==> config.mk <==
export PLATFORM = sky130hd
export DESIGN_NAME = des_key_schedule
export DESIGN_NICKNAME = d
export VERILOG_FILES = /design/src/rtl/des_key_schedule.sv
export SDC_FILE = /design/constraint.sdc
export NUM_CORES = 1
export LEC_CHECK = 0
export BUFFER_PORTS_ARGS = -buffer_cell sky130_fd_sc_hd__buf_2
export CAP_MARGIN = 15
export CORE_UTILIZATION = 50
export CTS_CLUSTER_SIZE = 30
export DETAILED_ROUTE_END_ITERATION = 10
export PLACE_DENSITY = 0.71
export SLEW_MARGIN = 40
export SYNTH_ARGS = -nofsm -noshare
export SYNTH_HDL_FRONTEND = slang
export SYNTH_SLANG_ARGS = --single-unit
==> constraint.sdc <==
create_clock -name clk -period 3 [get_ports clk]
set_input_delay 0.3 -clock clk [delete_from_list [all_inputs] [get_ports clk]]
set_output_delay 0.3 -clock clk [all_outputs]
set_load 0.005 [all_outputs]
==> src/rtl/des_key_schedule.sv <==
// Iterative DES key schedule: PC-1 on load, per-round C/D rotation, PC-2 subkey output.
// Optional key byte parity check is enabled by defining DES_KS_PARITY_CHK_EN.
module des_key_schedule #(
    parameter int OUT_REG = 0
) (
    input  logic        clk,
    input  logic        rst_n,
    input  logic        start,
    input  logic [1:64] key_in,
    input  logic        decrypt,
    output logic        busy,
    output logic        sk_valid,
    input  logic        sk_ready,
    output logic [1:48] subkey,
    output logic [3:0]  round,
    output logic        last,
    output logic        key_err
);

    typedef enum logic {IDLE, RUN} state_t;

    localparam int PC1 [1:56] = '{
        57, 49, 41, 33, 25, 17,  9,  1, 58, 50, 42, 34, 26, 18,
        10,  2, 59, 51, 43, 35, 27, 19, 11,  3, 60, 52, 44, 36,
        63, 55, 47, 39, 31, 23, 15,  7, 62, 54, 46, 38, 30, 22,
        14,  6, 61, 53, 45, 37, 29, 21, 13,  5, 28, 20, 12,  4
    };

    localparam int PC2 [1:48] = '{
        14, 17, 11, 24,  1,  5,  3, 28, 15,  6, 21, 10,
        23, 19, 12,  4, 26,  8, 16,  7, 27, 20, 13,  2,
        41, 52, 31, 37, 47, 55, 30, 40, 51, 45, 33, 48,
        44, 49, 39, 56, 34, 53, 46, 42, 50, 36, 29, 32
    };

    function automatic logic [1:56] pc1(input logic [1:64] k);
        logic [1:56] o;
        for (int i = 1; i <= 56; i++) o[i] = k[PC1[i]];
        return o;
    endfunction

    function automatic logic [1:48] pc2(input logic [1:56] cd);
        logic [1:48] o;
        for (int i = 1; i <= 48; i++) o[i] = cd[PC2[i]];
        return o;
    endfunction

    function automatic logic [1:28] rotl(input logic [1:28] x, input logic two);
        return two ? {x[3:28], x[1:2]} : {x[2:28], x[1]};
    endfunction

    function automatic logic [1:28] rotr(input logic [1:28] x, input logic two);
        return two ? {x[27:28], x[1:26]} : {x[28], x[1:27]};
    endfunction

    // Shift table entries 1, 2, 9 and 16 rotate by one; all others by two.
    function automatic logic isTwo(input logic [4:0] idx);
        return !(idx == 5'd1 || idx == 5'd2 || idx == 5'd9 || idx == 5'd16);
    endfunction

    state_t      r_state, w_state_next;
    logic        r_dir, w_dir_next;
    logic [1:28] r_c, r_d, w_c_next, w_d_next;
    logic [3:0]  r_round, w_round_next;
    logic [1:56] w_cd0;
    logic        w_parity_ok;
    logic        w_start_ok;
    logic        w_hs;
    logic [4:0]  w_enc_idx, w_dec_idx;

`ifdef DES_KS_PARITY_CHK_EN
    function automatic logic parityOk(input logic [1:64] k);
        logic ok;
        ok = 1'b1;
        for (int b = 0; b < 8; b++) ok = ok & (^k[8*b+1 +: 8]);
        return ok;
    endfunction

    logic r_key_err;
    assign w_parity_ok = parityOk(key_in);

    always_ff @(posedge clk or negedge rst_n) begin
        if (!rst_n) r_key_err <= 1'b0;
        else        r_key_err <= (r_state == IDLE) && start && !w_parity_ok;
    end
    assign key_err = r_key_err;
`else
    logic w_unused_parity;
    assign w_unused_parity = ^{key_in[8], key_in[16], key_in[24], key_in[32],
                               key_in[40], key_in[48], key_in[56], key_in[64]};
    assign w_parity_ok = 1'b1;
    assign key_err     = 1'b0;
`endif

    assign w_cd0      = pc1(key_in);
    assign w_start_ok = (r_state == IDLE) && start && w_parity_ok;
    assign w_hs       = (r_state == RUN) && sk_ready;
    assign w_enc_idx  = {1'b0, r_round} + 5'd2;
    assign w_dec_idx  = 5'd16 - {1'b0, r_round};

    always_ff @(posedge clk or negedge rst_n) begin
        if (!rst_n) begin
            r_state <= IDLE;
            r_dir   <= 1'b0;
            r_c     <= '0;
            r_d     <= '0;
            r_round <= '0;
        end else begin
            r_state <= w_state_next;
            r_dir   <= w_dir_next;
            r_c     <= w_c_next;
            r_d     <= w_d_next;
            r_round <= w_round_next;
        end
    end

    // Decrypt loads C0/D0 as-is because that pair is identical to C16/D16.
    always_comb begin
        w_state_next = r_state;
        w_dir_next   = r_dir;
        w_c_next     = r_c;
        w_d_next     = r_d;
        w_round_next = r_round;
        case (r_state)
            IDLE: begin
                if (w_start_ok) begin
                    w_state_next = RUN;
                    w_dir_next   = decrypt;
                    w_round_next = 4'd0;
                    if (decrypt) begin
                        w_c_next = w_cd0[1:28];
                        w_d_next = w_cd0[29:56];
                    end else begin
                        w_c_next = rotl(w_cd0[1:28], 1'b0);
                        w_d_next = rotl(w_cd0[29:56], 1'b0);
                    end
                end
            end
            RUN: begin
                if (w_hs) begin
                    if (r_round == 4'd15) begin
                        w_state_next = IDLE;
                        w_round_next = 4'd0;
                    end else begin
                        w_round_next = r_round + 4'd1;
                        if (r_dir) begin
                            w_c_next = rotr(r_c, isTwo(w_dec_idx));
                            w_d_next = rotr(r_d, isTwo(w_dec_idx));
                        end else begin
                            w_c_next = rotl(r_c, isTwo(w_enc_idx));
                            w_d_next = rotl(r_d, isTwo(w_enc_idx));
                        end
                    end
                end
            end
            default: w_state_next = IDLE;
        endcase
    end

    // The registered variant computes PC-2 from next-state C/D so timing matches the combinational one.
    generate
        if (OUT_REG != 0) begin : g_out_reg
            logic [1:48] r_subkey;
            always_ff @(posedge clk or negedge rst_n) begin
                if (!rst_n) r_subkey <= '0;
                else        r_subkey <= pc2({w_c_next, w_d_next});
            end
            assign subkey = r_subkey;
        end else begin : g_out_comb
            assign subkey = pc2({r_c, r_d});
        end
    endgenerate

    assign busy     = (r_state == RUN);
    assign sk_valid = busy;
    assign round    = r_round;
    assign last     = busy && (r_round == 4'd15);

endmodule
# After elaboration in Yosys (flattened, before gate mapping)
# Cells that the tools add are included.
[word_totals] ff_bits=62 latch_bits=0 ramBits=0 romBits=0 word_cells=57 n_memories=0
[classes] add_sub_neg=3 mul=0 div_mod_pow=0 order_cmp=0 n_eq_ne=12 shift=0 n_mux=24 bitwise=1 reduce_logical=12
[op_table] op="28-bit 2-to-1 mux" n=14
[op_table] op="28-bit case mux with 2 select lines" n=2
[op_table] op="4-bit 2-to-1 mux" n=3
[op_table] op="5-bit by 1-bit equality test with 1-bit output, second input constant" n=2
[op_table] op="5-bit by 2-bit equality test with 1-bit output, second input constant" n=2
[op_table] op="5-bit by 4-bit equality test with 1-bit output, second input constant" n=2
[op_table] op="5-bit equality test, second input constant" n=2
[op_table] op="4-bit case mux with 2 select lines" n=1
[op_table] op="1-bit logical OR" n=6
[op_table] op="4-bit by 2-bit adder with 5-bit output, second input constant" n=1
[op_table] op="5-bit by 4-bit subtractor with 5-bit output, first input constant" n=1
[op_table] op="4-bit by 1-bit adder with 4-bit output, second input constant" n=1
[op_table] op="4-bit equality test, second input constant" n=1
[op_table] op="2-bit != test, second input constant" n=2
[op_table] op="2-bit AND reduction" n=2
[op_table] op="1-bit logical AND" n=3
[op_table] op="1-bit 2-to-1 mux" n=3
[op_table] op="3-bit AND reduction" n=1
[op_table] op="2-bit by 1-bit != test with 1-bit output, second input constant" n=1
[op_table] op="1-bit case mux with 2 select lines" n=1
[op_table] op="1-bit inverter" n=1

# Depth between registers and ports, before layout
[depth] word_depth=10 depth_mapped=9 depth_no_buf=7

# Least setup slack after synthesis
# No wires, ideal clock.
[synth_path] kind="flip-flop to flip-flop" startpoint="reg r_round[1] (netlist: round[1])" endpoint="reg r_c[13] (netlist bit)" setup_time_ns=0.082 arrival_ns=1.845 t_required_ns=2.918 setup_slack_ns=1.073 stages_incl_launch_ff=10 n_path_buf=2 period_less_slack_ns=1.927 cell_sequence="dfrtp_1 -> inv_1 -> ha_1 -> nor2b_1 -> o21ai_0 -> a31o_1 -> buf_4 -> buf_2 -> nand2_1 -> a31oi_1"
[synth_between] elab_chain_cells=10 word_cells_on_any_way=25 cone_classes="add/sub: 2; eq/ne: 10; mux: 6; reduce/logical: 7"
[synth_rtl] element="start, declared" line_no="64" rtl="logic [3:0] r_round, w_round_next;"
[synth_rtl] element="start signal, assigned" line_no="113" rtl="r_round <= w_round_next;"
[synth_rtl] element="5-bit by 4-bit subtractor with 5-bit output / 4-bit by 2-bit adder with 5-bit output (equally long branches)" line_no="99, 98"
[synth_rtl] element="5-bit by 1-bit equality test with 1-bit output / 5-bit by 2-bit equality test with 1-bit output (equally long branches)" line_no="58" rtl="return !(idx == 5'd1 || idx == 5'd2 || idx == 5'd9 || idx == 5'd16);"
[synth_rtl] element="1-bit logical OR (3 in series)" line_no="58"
[synth_rtl] element="28-bit 2-to-1 mux, on equally long branches" line_no="53, 49"
[synth_rtl] element="28-bit 2-to-1 mux" line_no="146" rtl="if (r_dir) begin"
[synth_rtl] element="28-bit 2-to-1 mux" line_no="141" rtl="if (r_round == 4'd15) begin"
[synth_rtl] element="28-bit 2-to-1 mux" line_no="140" rtl="if (w_hs) begin"
[synth_rtl] element="28-bit case mux with 2 select lines" line_no="124" rtl="case (r_state)"
[synth_rtl] element="end signal, assigned" line_no="111" rtl="r_c <= w_c_next;"
[synth_rtl] element="end, declared" line_no="63" rtl="logic [1:28] r_c, r_d, w_c_next, w_d_next;"
# Parallel ways exist; a longest one is shown, timed or not. The select of a mux whose other input is x is not followed.
# A chain may end at the register's enable or synchronous reset.

# Worst setup path after layout
[layout_path] startpoint="reg r_round[1] (netlist: round[1])" endpoint="reg r_d[12] (netlist bit)"
[layout_between] elab_chain_cells=10 word_cells_on_any_way=25 cone_classes="add/sub: 2; eq/ne: 10; mux: 6; reduce/logical: 7"
[layout_rtl] element="5-bit by 4-bit subtractor with 5-bit output / 4-bit by 2-bit adder with 5-bit output (equally long branches)" line_no="99, 98"
[layout_rtl] element="5-bit by 1-bit equality test with 1-bit output / 5-bit by 2-bit equality test with 1-bit output (equally long branches)" line_no="58"
[layout_rtl] element="1-bit logical OR (3 in series)" line_no="58"
[layout_rtl] element="28-bit 2-to-1 mux, on equally long branches" line_no="53, 49"
[layout_rtl] element="28-bit 2-to-1 mux" line_no="146"
[layout_rtl] element="28-bit 2-to-1 mux" line_no="141"
[layout_rtl] element="28-bit 2-to-1 mux" line_no="140"
[layout_rtl] element="28-bit case mux with 2 select lines" line_no="124"
[layout_rtl] element="end signal, assigned" line_no="112" rtl="r_d <= w_d_next;"
[layout_rtl] element="end, declared" line_no="63"
# Parallel ways exist; a longest one is shown, timed or not. The select of a mux whose other input is x is not followed.

==> impl_metrics.py <==
metrics = {
    "status": {
        "status": "complete, no violations",
    },
    "synth": {
        "synth_nets": 858,
        "yosysTopAreaCell": "dfrtp_1",
        "synth_seq_area_share": 0.262,
        "async_flop_share": 1.00,
        "synth.top_cell.area_share": 0.262,
        "synthFlopType": "dfrtp_1",
        "syn_area_sq_mm": 0.00591,
        "ys_warn_count": 0,
        "syn_inst": 782,
        "yosys.cell_types.count": 36,
        "syn-mean-instance-area_sq_um": 7.56,
        "synth_area_leaders": "dfrtp_1 26%, mux2i_1 19%, nand2_1 18%",
        "synth_edf_count": 0,
        "ys_ff_latch": 62,
    },
    "timing": {
        "hold_viol": 0,
        "fin_crit_ns": 2.53,
        "finalCritPeriodShare": 0.844,
        "timing.hold.ws_ns": 0.244,
        "worst_pin_slew_ns": 0.693,
        "fin_tns_setup_ns": 0,
        "slew_headroom": 0.538,
        "clock-skew-final_ns": 0.00527,
        "finalMaxSlewViolations": 0,
        "rsz0062_at_grt": "false",
        "setup_violations": 0,
        "fmax_mhz": 395,
    },
    "clock_tree": {
        "clk_latency_ns": 0.33,
        "numCtsBuffers": 9,
        "cts.repair.resized": 0,
        "clockBufferDepth": 2,
        "cts_root_buffer": "clkbuf_16",
        "clkSinkCount": 62,
        "tritoncts": "built",
        "htreeDepth": 3,
        "clkTransAtPathRegs_ns": 0.06,
    },
    "critical_path": {
        "critical_path_arrival_ns": 2.77,
        "worstPathRequired_ns": 3.24,
        "path_max_fanout": 42,
        "critPathKind": "reg -> reg",
        "worst_setup_path_end_kind": "register",
        "start_kind": "register",
        "rr_startpoint": "round[1]",
        "cp-startpoint": "round[1]",
    },
    "place": {
        "place_area_sq_mm": 0.00619,
        "gp_congestion": 0.827,
        "hpwl_um": 9880,
        "io_buffers": 115,
    },
    "grt": {
        "grt_pass1_wl_um": 25700,
        "grt_overflow_total": 0,
        "antenna_found_initial": 0,
        "grt_pass1_vias": 5274,
        "grt_max_degree": 114,
        "track_usage": 0.249,
    },
    "routing": {
        "drt_iter0_drc": 436,
        "wl_per_cell_um": 15.6,
        "vias": 5551,
        "final_antenna_net_count": 0,
        "drc_errors": 0,
        "dr.pass1.iters": 5,
        "wl_met3_um": 819,
        "wirelength_um": 14900,
        "top_layer": "met4",
        "via_per_inst": 5.79,
        "met2WireLength_um": 6850,
        "met1Wirelength_um": 6900,
    },
    "cells_and_area": {
        "final-seq-area_sq_mm": 0.00156,
        "multi_input_area_sq_mm": 0.00367,
        "final_cell_mix": "283 x nand2_1, 114 x buf_2, 113 x mux2i_1",
        "num-nets-final": 886,
        "drive_gt1_frac": 0.188,
        "final_common_cell": "nand2_1",
        "fillers": 1065,
        "antennaDiodeCount": 0,
        "design_area_sq_mm": 0.00653,
        "area_delta_synth_final_pct": 10.5,
    },
    "die": {
        "die_x_um": 111,
        "start_util": 0.515,
        "core_area_sq_mm": 0.0115,
        "fp-row-count": 39,
        "die_h_um": 111,
        "io_pins": 125,
        "die_area_sq_mm": 0.0123,
    },
    "hold_path": {
        "hp-class": "in -> reg",
        "hold_start": "sk_ready",
    },
    "power_and_ir_drop": {
        "p_leak_nw": 2.83,
        "vdd_drop_max_mv": 0.551,
        "power_density_mw_per_mm2": 1030,
        "total_power_mw": 6.74,
    },
    "flow_run": {
        "drv_cap": 0,
    },
}
-- final cells by class --
class	count	share of cell area
clock buffers	13	0.0414
well taps	143	0.0274
flip-flops and latches	62	0.238
inverters	4	0.00230
repair buffers	129	0.119
multi-input cells	604	0.562
clock inverters	3	0.00996
-- flip-flops by register name (all words and copies together), names as in the netlist --
register / flops
r_c: 28
busy: 1
r_dir: 1
round: 4
r_d: 28
-- critical path, cell delays in order (launching register included) --
cell,delay (ns)
dfrtp_1,0.49
inv_1,0.15
ha_1,0.26
nor2b_1,0.14
o21ai_0,0.34
a31o_2,0.47
buf_12,0.28
nand2_1,0.10
a31oi_1,0.20
-- Yosys cell counts, drive strengths merged, types with 3 or more instances --
library cell  count
buf              84
nor2              3
a21oi             3
inv               4
a31oi            59
nand2           284
ha                7
clkbuf           28
dfrtp            62
mux2i           113
nor2b            58
o31ai            56
-- worst paths after layout --
check,to,slack (ns),cells after the start
min in group asynchronous,r_d[9],0.51,2
hold / removal,busy,0.24,2
max in group asynchronous,r_dir,1.74,3
hold reg to reg,r_d[15],0.62,2
setup / recovery,r_d[12],0.47,8
setup reg to reg,r_d[12],0.47,8
-- report_power, final --
part	switching (mW)	leakage (nW)	internal (mW)	total, mW
combinational	2.13	1.97	1.59	3.72
sequential	0.571	0.694	1.27	1.84
clock	0.381	0.166	0.794	1.18
total	3.08	2.83	3.66	6.74
-- through the flow --
step                      cells  worst slack [ns]   util
after floorplan             782              1.07      -
after global placement      940             0.596  0.538
after detailed placement    941             0.518  0.540
after CTS                   958             0.483  0.570
after global routing        958             0.251  0.570
final                       958             0.469  0.570
-- per-layer routing --
| layer | vias to the layer above | GRT usage |
|---|---|---|
| met5 | - | 0 |
| met4 | 0 | 0.0862 |
| met3 | 29 | 0.0350 |
| met2 | 189 | 0.387 |
| met1 | 2627 | 0.353 |
| li1 | 2706 | - |
-- kinds of logic (layout without fill, tap and decap cells) --
| logic type | after synthesis | in the layout | share of synthesized area |
|---|---|---|---|
| and+or+nand+nor | 353 | 353 | 0.253 |
| AOI/OAI and AO/OA | 128 | 128 | 0.152 |
| DFF | 62 | 62 | 0.262 |
| buffers and inverters | 116 | 149 | 0.122 |
| muxes | 115 | 115 | 0.195 |
| other | 1 | 1 | 0.000634 |
| adders and majority gates | 7 | 7 | 0.0148 |
-- timing repair --
| item | CTS | global route |
|---|---|---|
| setup buffers | 0 | 0 |
| hold buffers | 1 | 0 |
| setup endpoints to repair | 0 | 0 |
| endpoints found under the hold margin | 23 | 0 |
(Power assumes the default switching activity.)
